==> config.mk <==
export PLATFORM = sky130hd
export DESIGN_NAME = reg_scoreboard_ctrl
export DESIGN_NICKNAME = d
export VERILOG_FILES = /design/src/rtl/reg_scoreboard_ctrl.sv
export SDC_FILE = /design/constraint.sdc
export NUM_CORES = 1
export LEC_CHECK = 0
export ABC_AREA = 1
export BUFFER_PORTS_ARGS = -buffer_cell sky130_fd_sc_hd__buf_2
export CORE_MARGIN = 2
export CORE_UTILIZATION = 41
export CTS_CLUSTER_DIAMETER = 150
export DETAILED_ROUTE_END_ITERATION = 12
export PLACE_DENSITY = 0.57
export SETUP_SLACK_MARGIN = 0.2
export SLEW_MARGIN = 20
export SYNTH_ARGS = -nofsm -noshare
export SYNTH_HDL_FRONTEND = slang
export SYNTH_SLANG_ARGS = --single-unit
==> constraint.sdc <==
create_clock -name clk -period 8.2 [get_ports clk]
set_clock_uncertainty 0.1 [all_clocks]
set_input_delay 0.82 -clock clk [delete_from_list [all_inputs] [get_ports clk]]
set_output_delay 0.82 -clock clk [all_outputs]
set_load 0.02 [all_outputs]
==> src/rtl/reg_scoreboard_ctrl.sv <==
// reg_scoreboard_ctrl
//   Decode-stage hazard controller built around a per-register scoreboard.
//   Each architectural register has a small counter that holds the number of
//   in-flight writes to it. The counter goes up when a writing instruction
//   issues from ID to EXE and goes down when WB writes the register back.
//   ID is stalled while any register it reads, or the register it is about to
//   write, is not yet safe to use. Because this uses counters rather than
//   pipeline compares, a change in EXE/MEM depth or a freeze cycle does not
//   need any special handling.
//
// Ports
//   clk, rst       rising-edge clock, asynchronous active-high reset
//   src1, src2     source registers of the instruction in ID
//   Two_src        instruction in ID reads src2
//   ID_WB_EN       instruction in ID writes ID_Dest
//   ID_Dest        destination register of the instruction in ID
//   WB_WB_EN       WB writes WB_Dest this cycle
//   WB_Dest        destination register of the write-back
//   freeze         whole pipeline held: no issue, no retire
//   flush          instruction in ID squashed: no issue
//   hazard         stall IF/ID this cycle (combinational from the counters)
//   pending_any    at least one write is in flight
//   inflight       total in-flight writes, saturating at 15
//   sb_error       sticky flag: retire on an empty counter, or issue on a full one

module reg_scoreboard_ctrl #(
  parameter int NUM_REGS = 16,
  parameter int CNT_W    = 2
) (
  input  logic       clk,
  input  logic       rst,
  input  logic [3:0] src1,
  input  logic [3:0] src2,
  input  logic       Two_src,
  input  logic       ID_WB_EN,
  input  logic [3:0] ID_Dest,
  input  logic       WB_WB_EN,
  input  logic [3:0] WB_Dest,
  input  logic       freeze,
  input  logic       flush,
  output logic       hazard,
  output logic       pending_any,
  output logic [3:0] inflight,
  output logic       sb_error
);

  localparam logic [CNT_W-1:0] CNT_MAX  = {CNT_W{1'b1}};
  localparam logic [CNT_W-1:0] CNT_ZERO = {CNT_W{1'b0}};
  localparam logic [3:0]       INF_MAX  = 4'hF;

  logic [CNT_W-1:0] cnt_r     [NUM_REGS];
  logic [CNT_W-1:0] cnt_nxt_s [NUM_REGS];
  logic [3:0]       inflight_r;
  logic [3:0]       inflight_nxt_s;
  logic             sb_error_r;
  logic             sb_error_nxt_s;

  logic hazard_s;
  logic issue_s;
  logic retire_s;
  logic same_reg_s;
  logic eff_inc_s;
  logic eff_dec_s;
  logic overflow_s;
  logic underflow_s;

  // Stall decision and issue/retire qualification, all from registered counters.
  always_comb begin
    hazard_s   = (cnt_r[src1] != CNT_ZERO)
               | (Two_src  & (cnt_r[src2] != CNT_ZERO))
               | (ID_WB_EN & (cnt_r[ID_Dest] == CNT_MAX));
    issue_s    = ID_WB_EN & ~hazard_s & ~freeze & ~flush;
    retire_s   = WB_WB_EN & ~freeze;
    same_reg_s = (ID_Dest == WB_Dest);
    // An issue and a retire to the same register cancel, so neither can
    // overflow or underflow that counter.
    overflow_s  = issue_s  & (cnt_r[ID_Dest] == CNT_MAX)  & ~(retire_s & same_reg_s);
    underflow_s = retire_s & (cnt_r[WB_Dest] == CNT_ZERO) & ~(issue_s  & same_reg_s);
    // Only changes that actually move a counter are reflected in inflight,
    // which keeps it equal to the counter sum below saturation.
    eff_inc_s   = issue_s  & ~overflow_s;
    eff_dec_s   = retire_s & ~underflow_s;
  end

  // Per-register counter next state: +1 on issue, -1 on retire, clamped.
  always_comb begin
    for (int i = 0; i < NUM_REGS; i++) begin
      cnt_nxt_s[i] = cnt_r[i];
      case ({issue_s & (ID_Dest == i[3:0]), retire_s & (WB_Dest == i[3:0])})
        2'b10: begin
          if (cnt_r[i] != CNT_MAX) begin
            cnt_nxt_s[i] = cnt_r[i] + {{(CNT_W-1){1'b0}}, 1'b1};
          end else begin
            cnt_nxt_s[i] = cnt_r[i];
          end
        end
        2'b01: begin
          if (cnt_r[i] != CNT_ZERO) begin
            cnt_nxt_s[i] = cnt_r[i] - {{(CNT_W-1){1'b0}}, 1'b1};
          end else begin
            cnt_nxt_s[i] = cnt_r[i];
          end
        end
        default: cnt_nxt_s[i] = cnt_r[i];
      endcase
    end
  end

  // Total in-flight count (saturating both ways) and sticky error next state.
  always_comb begin
    inflight_nxt_s = inflight_r;
    case ({eff_inc_s, eff_dec_s})
      2'b10: begin
        if (inflight_r != INF_MAX) begin
          inflight_nxt_s = inflight_r + 4'd1;
        end else begin
          inflight_nxt_s = inflight_r;
        end
      end
      2'b01: begin
        if (inflight_r != 4'd0) begin
          inflight_nxt_s = inflight_r - 4'd1;
        end else begin
          inflight_nxt_s = inflight_r;
        end
      end
      default: inflight_nxt_s = inflight_r;
    endcase
    sb_error_nxt_s = sb_error_r | overflow_s | underflow_s;
  end

  // Scoreboard state registers; reset discards every in-flight write.
  always_ff @(posedge clk or posedge rst) begin
    if (rst) begin
      for (int i = 0; i < NUM_REGS; i++) begin
        cnt_r[i] <= CNT_ZERO;
      end
      inflight_r <= 4'd0;
      sb_error_r <= 1'b0;
    end else begin
      for (int i = 0; i < NUM_REGS; i++) begin
        cnt_r[i] <= cnt_nxt_s[i];
      end
      inflight_r <= inflight_nxt_s;
      sb_error_r <= sb_error_nxt_s;
    end
  end

  assign hazard      = hazard_s;
  assign pending_any = (inflight_r != 4'd0);
  assign inflight    = inflight_r;
  assign sb_error    = sb_error_r;

endmodule

==> flow_summary_export.csv <==
group,metric,value,unit
yosys,synth_area,3340,um^2
job,maxCapViolations,0,
global_routing,grt_pass1_vias,3381,
placement,gp_congestion,0.904,
drt,drc,0,
die,fp-row-count,32,
yosys,synth_top_area_cell,"dfrtp_1",
die,die_w,94.2,um
critical_path,cp.required,8.30,ns
clock_tree,tritoncts,"built",
drt,detail-route-antenna-nets,0,
critical_path,path_class,"primary input to flop",
pwr,ir_drop,0.127,mV
clock_tree,clock_latency,0.30,ns
critical_path,slowest_stage,"buf_2",
clock_tree,cts_resized,0,
yosys,ys.flop_type,"dfrtp_1",
yosys,ys_seq_elements,37,
critical_path,max_stage_delay,0.39,ns
clock_tree,h-tree-depth,2,
yosys,synthArstFlopShare,1.00,
die,io_pins,30,
clock_tree,cts_buffer_depth,2,
cells_and_area,nNetsFinal,617,
global_routing,grt_pass1_wl,16300,um
clock_tree,cts.sinks,37,
critical_path,crit_family,"simple AND/OR/NAND/NOR gates",
yosys,yosysUniqueCellTypes,35,
drt,wl_per_cell,13.7,um
die,start_util,0.427,
timing,hold_viol,0,
yosys,synthesis.nets,586,
clock_tree,cts-root-buf,"clkbuf_8",
drt,drt-initial-drc-count,334,
yosys,synth_top_area_share,0.277,
yosys,synth.area.top_cells,"dfrtp_1, nand2_1, inv_1",
placement,io_buffers,29,
yosys,synth_enable_flop_cells,0,
pwr,leakage,0.00192,uW
timing,tightest_slew,0.553,ns
clock_tree,post_cts_buffers,0,
drt,routed_wl,9430,um
cells_and_area,drive_above_1_share,0.0873,
cells_and_area,area_growth,9.71,%
pwr,power_density,183,nW/um^2
drt,via_per_inst,5.11,
die,core-area,7810,um^2
timing,grt_setup_unrepaired,"false",
timing,setup_tns,0,ns
yosys,netlist_top_cells_count,"nand2_1, inv_1, o21ai_0, nor2_1, dfrtp_1",
critical_path,startpoint_type,"primary input",
global_routing,track_usage,0.236,
critical_path,path_buf_inv,4,
yosys,syn_inst,552,
timing,period_minus_slack,3.44,ns
yosys,ys_warn_count,0,
die,dieArea,8880,um^2
global_routing,overflow,0,
placement,post-dp-hpwl,7580,um
clock_tree,numCtsBuffers,5,
min_path,holdCritPathClass,"flop to flop",
critical_path,end_kind,"flop",
yosys,avgSynthCellArea,6.05,um^2
drt,dr.pass1.iters,5,
timing,slew_viol_final,0,
critical_path,arrival,3.54,ns
timing,setup_viol,0,
timing,setup_ws,4.76,ns
clock_tree,postCtsHoldBufs,0,
global_routing,grt_max_degree,38,
timing,max_freq,0.291,GHz
timing,fin_crit_sh,0.420,
critical_path,cp_common_cell,"nand2_1",
critical_path,worstPathMaxFanout,30,
yosys,synthMostInstantiatedCell,"nand2_1",
yosys,yosysSeqAreaShare,0.277,
timing,slew_headroom,0.630,
die,dieHeight,94.2,um
run_status,status,"finished, final reports clean",
global_routing,antenna_found_initial,0,
clock_tree,clk_pin_slew_worst_paths,0.08,ns
drt,dr_total_vias,3503,
placement,preCtsSetupSlack,4.46,ns
cells_and_area,num_antenna_cells,0,
## placed cells by master (no fill, tap or decap), drive strengths merged
master / count
nand2: 201
inv: 97
nor2: 57
o21ai: 55
dfrtp: 37
buf: 30
nand3: 22
a22oi: 12
xor2: 11
nor3: 10
ha: 10
a21oi: 8
clkbuf: 6
nand4: 4
a211oi: 3
xnor2: 3
o22ai: 3
clkinv: 3
nand3b: 2
or2: 2
a2bb2oi: 1
mux2: 1
a221oi: 1
and3: 1
nor4: 1
o221ai: 1
a221o: 1
fa: 1
## report_power, final
group	internal, uW	switching, uW	total, uW
Combinational	96.6	186	282
Sequential	219	40.3	259
Clock	59.0	70.5	130
Total	374	296	671
## path summary, 6_finish.rpt
path / from / to / slack (ns) / cells past startpoint
min in group asynchronous: rst / cnt_r[11] / 0.53 / 3
hold reg to reg: sb_error / sb_error / 0.36 / 2
setup reg to reg: cnt_r[14] / inflight[3] / 4.96 / 22
setup / recovery: ID_Dest[0] / inflight[3] / 4.76 / 26
hold / removal: sb_error / sb_error / 0.36 / 2
max in group asynchronous: rst / cnt_r[31] / 7.12 / 3
## sequential cells by signal, indices dropped and copies added (netlist names)
signal / count
sb_error: 1
cnt_r: 32
inflight: 4
## area by class of cell
type                            count  area, um^2
Tap cell                          102         128
Multi-Input combinational cell    411        2000
Clock inverter                      2        10.0
Clock buffer                        6        72.6
Fill cell                         850        4150
Sequential cell                    37         926
Timing Repair Buffer               30         153
Inverter                           98         368
## cell families (layout without fill, tap and decap cells)
family	count (synthesis)	after routing	synth area share
buffers and inverters	104	136	0.122
AO/OA/AOI/OAI	85	85	0.146
XOR/XNOR	14	14	0.0367
multiplexers	1	1	0.00337
flip-flops	37	37	0.277
AND/OR/NAND/NOR	300	300	0.371
adder cells (fa/ha/maj)	11	11	0.0435
## tightest hold or removal path, delay by kind of cell (launching register included)
kind / cells / cell delay [ns]
AND/OR/NAND/NOR: 1 / 0.05
buffers and inverters: 1 / 0.04
flip-flops: 1 / 0.35
## routing by layer
layer  global-route usage  wire length [um]  vias up
met5                    0                 0        -
met4               0.0700               176        0
met3               0.0297               553       12
met2                0.377              4280      110
met1                0.333              4420     1594
li1                     -                 -     1787
## per-stage QoR
stage | std cells | utilization | hold WS [ns] | instance area [um^2] | total power [uW]
finish | 686 | 0.469 | 0.365 | 3660 | 671
global route | 686 | 0.469 | 0.395 | 3660 | 731
CTS | 686 | 0.469 | 0.369 | 3660 | 675
detailed placement | 678 | 0.458 | 0.347 | 3580 | 544
global placement | 678 | 0.458 | 0.356 | 3580 | 539
floorplan | 552 | - | 0.376 | 3340 | 456
(Power assumes the default switching activity.)
